`config.mk`:
```
export PLATFORM = sky130hd
export DESIGN_NAME = pipelined_mux_n
export DESIGN_NICKNAME = d
export VERILOG_FILES = /design/src/rtl/pipelined_mux_n.sv
export SDC_FILE = /design/constraint.sdc
export NUM_CORES = 1
export LEC_CHECK = 0
export CAP_MARGIN = 10
export CORE_MARGIN = 2
export CORE_UTILIZATION = 36
export CTS_CLUSTER_DIAMETER = 80
export DETAILED_ROUTE_END_ITERATION = 16
export PLACE_DENSITY = 0.77
export RECOVER_POWER = 25
export SLEW_MARGIN = 20
export SYNTH_ARGS = -nofsm -noshare
export SYNTH_HDL_FRONTEND = slang
export SYNTH_SLANG_ARGS = --single-unit
```
`constraint.sdc`:
```
create_clock -name clk -period 2.55 [get_ports clk]
set_clock_uncertainty 0.15 [all_clocks]
set_input_delay 0.3825 -clock clk [delete_from_list [all_inputs] [get_ports clk]]
set_output_delay 0.3825 -clock clk [all_outputs]
set_load 0.05 [all_outputs]
```
`src/rtl/pipelined_mux_n.sv`:
```
// rtl/pipelined_mux_n.sv - registered N:1 word selector with fixed-select and round-robin modes
module pipelined_mux_n #(
  parameter int WIDTH  = 32,
  parameter int NUM_IN = 4,
  parameter int SEL_W  = 2
) (
  input  logic                    clk,
  input  logic                    rst_n,
  input  logic [NUM_IN*WIDTH-1:0] in_data,
  input  logic [NUM_IN-1:0]       in_valid,
  output logic [NUM_IN-1:0]       in_ready,
  input  logic [SEL_W-1:0]        sel,
  input  logic                    mode,
  output logic [WIDTH-1:0]        out_data,
  output logic [SEL_W-1:0]        out_src,
  output logic                    out_valid,
  input  logic                    out_ready
);

  localparam logic [SEL_W:0]   NUM_IN_X = (SEL_W+1)'(NUM_IN);
  localparam logic [SEL_W-1:0] LAST_IDX = SEL_W'(NUM_IN - 1);

  logic [WIDTH-1:0] out_data_q, out_data_d;
  logic [SEL_W-1:0] out_src_q, out_src_d;
  logic             out_valid_q, out_valid_d;
  logic [SEL_W-1:0] rr_ptr_q, rr_ptr_d;

  logic             load_en;
  logic             fix_ok;
  logic             rr_found;
  logic [SEL_W-1:0] rr_grant;
  logic             grant_ok;
  logic [SEL_W-1:0] grant_idx;
  logic             in_xfer;
  logic [WIDTH-1:0] sel_data;

  assign load_en = !out_valid_q || out_ready;
  assign fix_ok  = ({1'b0, sel} < NUM_IN_X);

  // Descending scan so the candidate closest to rr_ptr_q is the last one written.
  always_comb begin
    rr_found = 1'b0;
    rr_grant = '0;
    for (int k = NUM_IN - 1; k >= 0; k--) begin
      int c;
      c = int'(rr_ptr_q) + k;
      if (c >= NUM_IN) c = c - NUM_IN;
      if (in_valid[c]) begin
        rr_found = 1'b1;
        rr_grant = SEL_W'(c);
      end
    end
  end

  assign grant_idx = mode ? rr_grant : sel;
  assign grant_ok  = mode ? rr_found : fix_ok;

  always_comb begin
    in_ready = '0;
    sel_data = '0;
    for (int i = 0; i < NUM_IN; i++) begin
      in_ready[i] = rst_n && grant_ok && load_en && (grant_idx == SEL_W'(i));
      if (grant_idx == SEL_W'(i)) sel_data = in_data[i*WIDTH +: WIDTH];
    end
  end

  assign in_xfer = |(in_ready & in_valid);

  always_comb begin
    out_data_d  = out_data_q;
    out_src_d   = out_src_q;
    out_valid_d = out_valid_q;
    rr_ptr_d    = rr_ptr_q;
    if (in_xfer) begin
      out_data_d  = sel_data;
      out_src_d   = grant_idx;
      out_valid_d = 1'b1;
      if (mode) rr_ptr_d = (rr_grant == LAST_IDX) ? '0 : rr_grant + 1'b1;
    end else if (out_valid_q && out_ready) begin
      out_valid_d = 1'b0;
    end
  end

  always_ff @(posedge clk or negedge rst_n) begin
    if (!rst_n) begin
      out_data_q  <= '0;
      out_src_q   <= '0;
      out_valid_q <= 1'b0;
      rr_ptr_q    <= '0;
    end else begin
      out_data_q  <= out_data_d;
      out_src_q   <= out_src_d;
      out_valid_q <= out_valid_d;
      rr_ptr_q    <= rr_ptr_d;
    end
  end

  assign out_data  = out_data_q;
  assign out_src   = out_src_q;
  assign out_valid = out_valid_q;

endmodule

```
== After elaboration in Yosys (flattened, before gate mapping) ==
Index checks and enable logic that the tools add are counted.

* Register bits: 37
* Input bits: 138
* Output and inout bits: 39
* Logic and storage cells: 71

* $add $sub $neg: 8
* $lt $le $gt $ge: 8
* Equality and inequality tests: 4
* Muxes and demuxes: 33
* Bitwise logic cells: 1
* Reduce and logical (&&, ||, !) cells: 13

{| class="wikitable"
|+ Operators with widths
! kind !! count
|-
| two-way mux 32 bit || 8
|-
| < comparator 32 x 4 -> 1 bit (second input constant) || 4
|-
| two-way mux 1 bit || 15
|-
| two-way mux 2 bit || 6
|-
| subtractor 3 x 3 -> 4 bit (second input constant) || 3
|-
| >= comparator 3 bit (second input constant) || 3
|-
| binary-select mux 1 bit (select 2 bit) || 4
|-
| logical AND 1 bit || 7
|-
| adder 2 x 2 -> 3 bit (second input constant) || 2
|-
| == test 2 bit (second input constant) || 3
|-
| AND 4 bit || 1
|-
| OR reduction 4 bit || 1
|-
| subtractor 2 x 3 -> 4 bit (second input constant) || 1
|-
| adder 2 x 1 -> 3 bit (second input constant) || 1
|-
| >= comparator 2 x 3 -> 1 bit (second input constant) || 1
|-
| adder 2 x 1 -> 2 bit (second input constant) || 1
|-
| == test 2 x 1 -> 1 bit (second input constant) || 1
|-
| zero test 2 bit || 1
|-
| AND reduction 2 bit || 1
|-
| nonzero test 2 bit || 1
|-
| zero test 1 bit || 1
|-
| logical OR 1 bit || 1
|}

== Longest topological paths before layout ==
* Word-level depth: 17
* Gate-level depth with buffers: 9
* Mapped depth without buffers: 6

== Worst setup path before layout ==
Ideal clock, no wire load.

* Path type: register to output
* From: reg rr_ptr_q[0]
* To: out in_ready[0]
* Arrival: 2164 ps
* Data required time: 2017 ps
* Slack: -146 ps
* Stages on the path, launching flop included: 8
* Buffers on the path: 2
* Cells stage by stage: dfrtp_1 nor3b_1 a211oi_1 o31ai_2 buf_2 buf_4 nand2b_1 nor2_1

* Cells in the longest elaborated chain, start to end: 14
* Elaborated cells on any way between the ends: 41

{| class="wikitable"
|+ Ends and longest elaborated chain
! element !! RTL line !! source
|-
| from (decl) || 26 || <nowiki>logic [SEL_W-1:0] rr_ptr_q, rr_ptr_d;</nowiki>
|-
| from (signal assigned) || 94 || <nowiki>rr_ptr_q <= rr_ptr_d;</nowiki>
|-
| adder 2 x 2 -> 3 bit || 46 || <nowiki>c = int'(rr_ptr_q) + k;</nowiki>
|-
| subtractor 3 x 3 -> 4 bit or >= comparator 3 bit (tied branches) || 47 || <nowiki>if (c >= NUM_IN) c = c - NUM_IN;</nowiki>
|-
| two-way mux 32 bit || 47 ||
|-
| binary-select mux 1 bit (select 2 bit) || 48 || <nowiki>if (in_valid[c]) begin</nowiki>
|-
| two-way mux 1 bit (implied by the code) (2 in series) || 48 ||
|-
| two-way mux 1 bit (4 in series) || 48 ||
|-
| two-way mux 1 bit || 56 || <nowiki>assign grant_ok = mode ? rr_found : fix_ok;</nowiki>
|-
| logical AND 1 bit (2 in series) || 62 || <nowiki>in_ready[i] = rst_n && grant_ok && load_en && (grant_idx == SEL_W'(i));</nowiki>
|-
| logical AND 1 bit (*) || 62 ||
|-
| to (decl) || 11 || <nowiki>output logic [NUM_IN-1:0] in_ready,</nowiki>
|}

Every way passes the cells marked *; elsewhere a longest branch is shown, timed or not. The select of a mux whose other input is x is not followed.

== Worst setup path after layout ==
* From: reg rr_ptr_q[0]
* To: out in_ready[1]

The elaborated chain is that of the path after synthesis.

==> impl.org <==
** Run status
- The run finished with clean final reports.

** Floorplan
- Total I/O pin count :: 177
- The die covers 8080 sq um.
- In this run the vertical extent of the chip is 89.9 um.
- The floorplan has 31 rows.
- Initial core utilization :: 0.368
- Horizontal die dimension :: 89.9 um
- The core region is 7210 sq um.

** CTS
- Clock insertion delay at the later pin of the skew report :: 280 ps
- TritonCTS built the clock tree.
- Clock-pin slew was measured on the worst setup and hold paths at 70 ps.
- Max clock buf depth :: 2
- H-tree level count :: 2
- Counting every sink on the clock net gives 37.
- The number of hold buffers added after CTS was 0.
- Clock buffers created by TritonCTS :: 5
- The cell sitting at the root of the clock tree is a sky130_fd_sc_hd__clkbuf_8.

** Placement
- In this run, placement finished with an instance count of 511.
- After legalization and detailed placement, the total HPWL measured 6540 um.
- # port buffers :: 176
- At the end of routability-driven placement, the weighted congestion stood at 0.843.

** Setup path
- FF-to-FF setup slack :: 150 ps
- STA classifies the critical path endpoint as an output port.
- The worst register-to-register path begins at rr_ptr_q[1].
- Worst setup path start :: rr_ptr_q[0]
- Data on the critical path arrives at its endpoint at 1920 ps.
- For this design, the slowest cell found on the critical path is sky130_fd_sc_hd__dfrtp_1.
- Required time at the worst-slack endpoint :: 2020 ps
- By startpoint and endpoint, the worst setup path is classified as flop to output port.
- Worst Setup EP :: in_ready[1]
- Total buffers and inverters traversed by the critical path :: 4
- Crit path depth :: 8
- The signal on the critical path passes through buf_4 -> mux2i_2 -> a2bb2oi_4 -> a31oi_4 -> buf_12 -> buf_4 -> nor2_2 -> buf_12.
- The worst register-to-register path has a depth of 10.
- Largest fanout on the critical path :: 7
- The worst register-to-register path ends at out_data[24].
- Max stage delay on crit path :: 400 ps
- STA classifies the critical path startpoint as a flop.
- In this design, the largest share of critical-path delay is due to buffers and inverters.

** Power and ir drop
- Internal power :: 0.00251 W
- Of the total power, combinational logic draws 0.668.
- Of the total power, registers draw 0.226.
- Of the total power, the clock network draws 0.106.
- For this design the total switching power over the nets is 0.00209 W.
- Worst voltage drop across the vdd grid :: 0.544 mV
- Pleak :: 2.21 nW
- Of the total power, the share spent switching nets is 0.455.
- PD cells :: 915 nW/um^2

** Synthesis
- The cell area that synthesis handed to floorplanning was 2660 sq um.
- Number of distinct library cell variants in the gate-level netlist after synthesis :: 28
- The number of nets handed over by synthesis was 365.
- Share of the synthesized area in the top cell type :: 0.369
- The Yosys step of the flow raised 0 warnings.
- In this run the mean area of a mapped cell was 11.7 sq um.
- Largest area contributor in the synthesized netlist :: sky130_fd_sc_hd__mux2i_1
- In the synthesized netlist, the number of instances is 227.
- Of the synthesized area, sequential elements account for 0.349.
- After synthesis the netlist holds a flip-flop and latch count of 37.
- Top cells by area in the synthesized netlist :: sky130_fd_sc_hd__mux2i_1 37%, sky130_fd_sc_hd__dfrtp_1 35%, sky130_fd_sc_hd__mux2_1 8.5%

** Finish
- Fill cell total of the finished layout :: 562
- For this run, the post-layout net count is 565.
- Leaving out fill and tap cells, the most frequent cell in the layout is sky130_fd_sc_hd__clkdlybuf4s50_1.
- Filler-free cell count of the finished design :: 527
- Of the cells placed in the final design, the portion with a size suffix greater than 1 is 0.169.
- The area growth from synthesis to layout is 89.3%.
- The library cells used most frequently in the layout, excluding fill and tap cells, are 167 x sky130_fd_sc_hd__clkdlybuf4s50_1, 96 x sky130_fd_sc_hd__mux2i_1, 36 x sky130_fd_sc_hd__dfrtp_1, 22 x sky130_fd_sc_hd__buf_4, 20 x sky130_fd_sc_hd__mux2_1.

** Worst hold path
- The min-delay analysis places its worst path in the category input pin to asynchronous set/reset pin.

** Detailed routing
- In this run, the number of DRC markers left after iteration 0 of detailed routing was 84.
- DRT Wirelength :: 8390 um
- The first TritonRoute pass finished after 4 iterations.
- Vias per std cell :: 4.84
- The count of nets left with antenna violations once routing finished came out at 0.
- The detailed router placed 2551 vias in this run.
- Dividing the detail-routed wire length by the instance count gives 15.9 um.
- In the routed design, unresolved DRC markers number 0.

** GRT
- The number of global-route vias before repair came to 2645.
- Global-route wire length before repair :: 13200 um
- After global routing the overflow that remains totals 0.
- In the global route stage, overall resource usage came out at 0.205.
- Entering global routing, the biggest net connects 38 pins.
- The number of antenna violations at the first check in global routing came to 1.

** STA
- Worst-Margin Slew :: 937 ps
- In the finished design, the share of the clock period the worst path needs comes to 0.961.
- Number of endpoints with negative hold slack in the final report :: 0
- Maximum frequency from static timing analysis :: 408 MHz
- Setup repair after global routing missed its margin :: false
- Across all hold checks on the routed design, the worst slack comes to 185 ps.
- Setup violation total in the final timing report :: 0
- The number of slew-limit violations in the final report is 0.
- Headroom to the max-slew limit came out at 0.375.
- Tmin final :: 2450 ps

** Flow run
- Max-cap violations in this run came to 0.
[sequential cells by signal (all words and copies together), names as in the netlist]
register,flops
out_data,32
out_src,2
rr_ptr_q,2
out_valid,1
[kinds of logic (layout without fill, tap and decap cells)]
group           after synthesis  in the layout  share of synthesized area
compound gates               14             14                     0.0424
xor+xnor                      1              1                    0.00330
buf+inv                      17            217                     0.0429
flops                        37             37                      0.349
mux                         131            131                      0.509
other cells                   0              1                          0
simple gates                 27             27                     0.0533
[final cells by class]
class / count / area, sq um / area share
Timing Repair Buffer: 208 / 2160 / 0.430
Multi-Input combinational cell: 173 / 1700 / 0.339
Sequential cell: 37 / 927 / 0.184
Tap cell: 99 / 124 / 0.0246
Clock buffer: 5 / 68.8 / 0.0137
Clock inverter: 2 / 35.0 / 0.00697
Inverter: 2 / 7.51 / 0.00149
Antenna cell: 1 / 2.50 / 0.000498
[routing by layer]
metal | vias up | wire (um) | share of wire | track usage
li1 | 1238 | - | - | -
met1 | 1203 | 3080 | 0.37 | 0.221
met3 | 8 | 745 | 0.089 | 0.0771
met2 | 102 | 4470 | 0.53 | 0.378
met4 | 0 | 93 | 0.011 | 0.0513
met5 | - | 0 | 0 | 0
[cell usage after synthesis]
cell type and instances:
sky130_fd_sc_hd__nand3b_1 1, sky130_fd_sc_hd__mux2_1 20, sky130_fd_sc_hd__nor2b_1 2, sky130_fd_sc_hd__and4b_1 1
sky130_fd_sc_hd__o21ai_4 1, sky130_fd_sc_hd__a31oi_1 1, sky130_fd_sc_hd__o21ai_0 3, sky130_fd_sc_hd__dfrtp_1 37
sky130_fd_sc_hd__buf_2 7, sky130_fd_sc_hd__mux2i_1 98, sky130_fd_sc_hd__o31ai_2 1, sky130_fd_sc_hd__buf_4 5
sky130_fd_sc_hd__mux2_2 13, sky130_fd_sc_hd__o211ai_1 1, sky130_fd_sc_hd__nand2_1 7, sky130_fd_sc_hd__nand2b_1 5
sky130_fd_sc_hd__nand4b_1 1, sky130_fd_sc_hd__inv_1 2, sky130_fd_sc_hd__a21oi_1 2, sky130_fd_sc_hd__nor2_1 7
sky130_fd_sc_hd__a2bb2oi_2 1, sky130_fd_sc_hd__nor3b_1 1, sky130_fd_sc_hd__xnor2_1 1, sky130_fd_sc_hd__buf_6 3
sky130_fd_sc_hd__nor3_1 1, sky130_fd_sc_hd__a21o_1 1, sky130_fd_sc_hd__a211oi_1 3, sky130_fd_sc_hd__and2_1 1
[what timing repair did]
item	4_1_cts	5_1_grt
gates cloned	1	1
setup endpoints to repair	4	33
buffers inserted	6	0
pin swaps	1	2
resized for setup	17	9
[how the worst min path moves through the flow]
stage                      start      endpoint  slack [ps]  cells past startpoint
floorplan                  rst_n   out_data[0]         -60                      0
global placement    out_data[17]  out_data[17]         320                      1
detailed placement  out_data[11]  out_data[11]         320                      1
CTS                        rst_n   out_data[8]          20                      2
global route               rst_n   out_data[1]         260                      2
finish                     rst_n     out_valid         180                      2
[metrics by stage]
step	power, W	util	TNS (ps)	instance area (sq um)	setup WS, ps
after detailed placement	0.00398	0.653	-8530	4710	-291
after CTS	0.00458	0.687	0	4960	1.11
final	0.00460	0.697	0	5030	101
after floorplan	0.00287	-	-292	2660	-146
after global routing	0.00483	0.696	0	5020	16.4
after global placement	0.00395	0.653	-7110	4710	-237
[power groups by stage]
stage                     registers [W]  clock network [W]  logic (W)
after floorplan                 0.00202                  0   0.000849
after global placement          0.00104                  0    0.00290
after detailed placement        0.00105                  0    0.00293
after CTS                       0.00104           0.000504    0.00304
after global routing            0.00109           0.000531    0.00321
final                           0.00104           0.000488    0.00307
No activity file was read; power rests on OpenSTA's default activity.
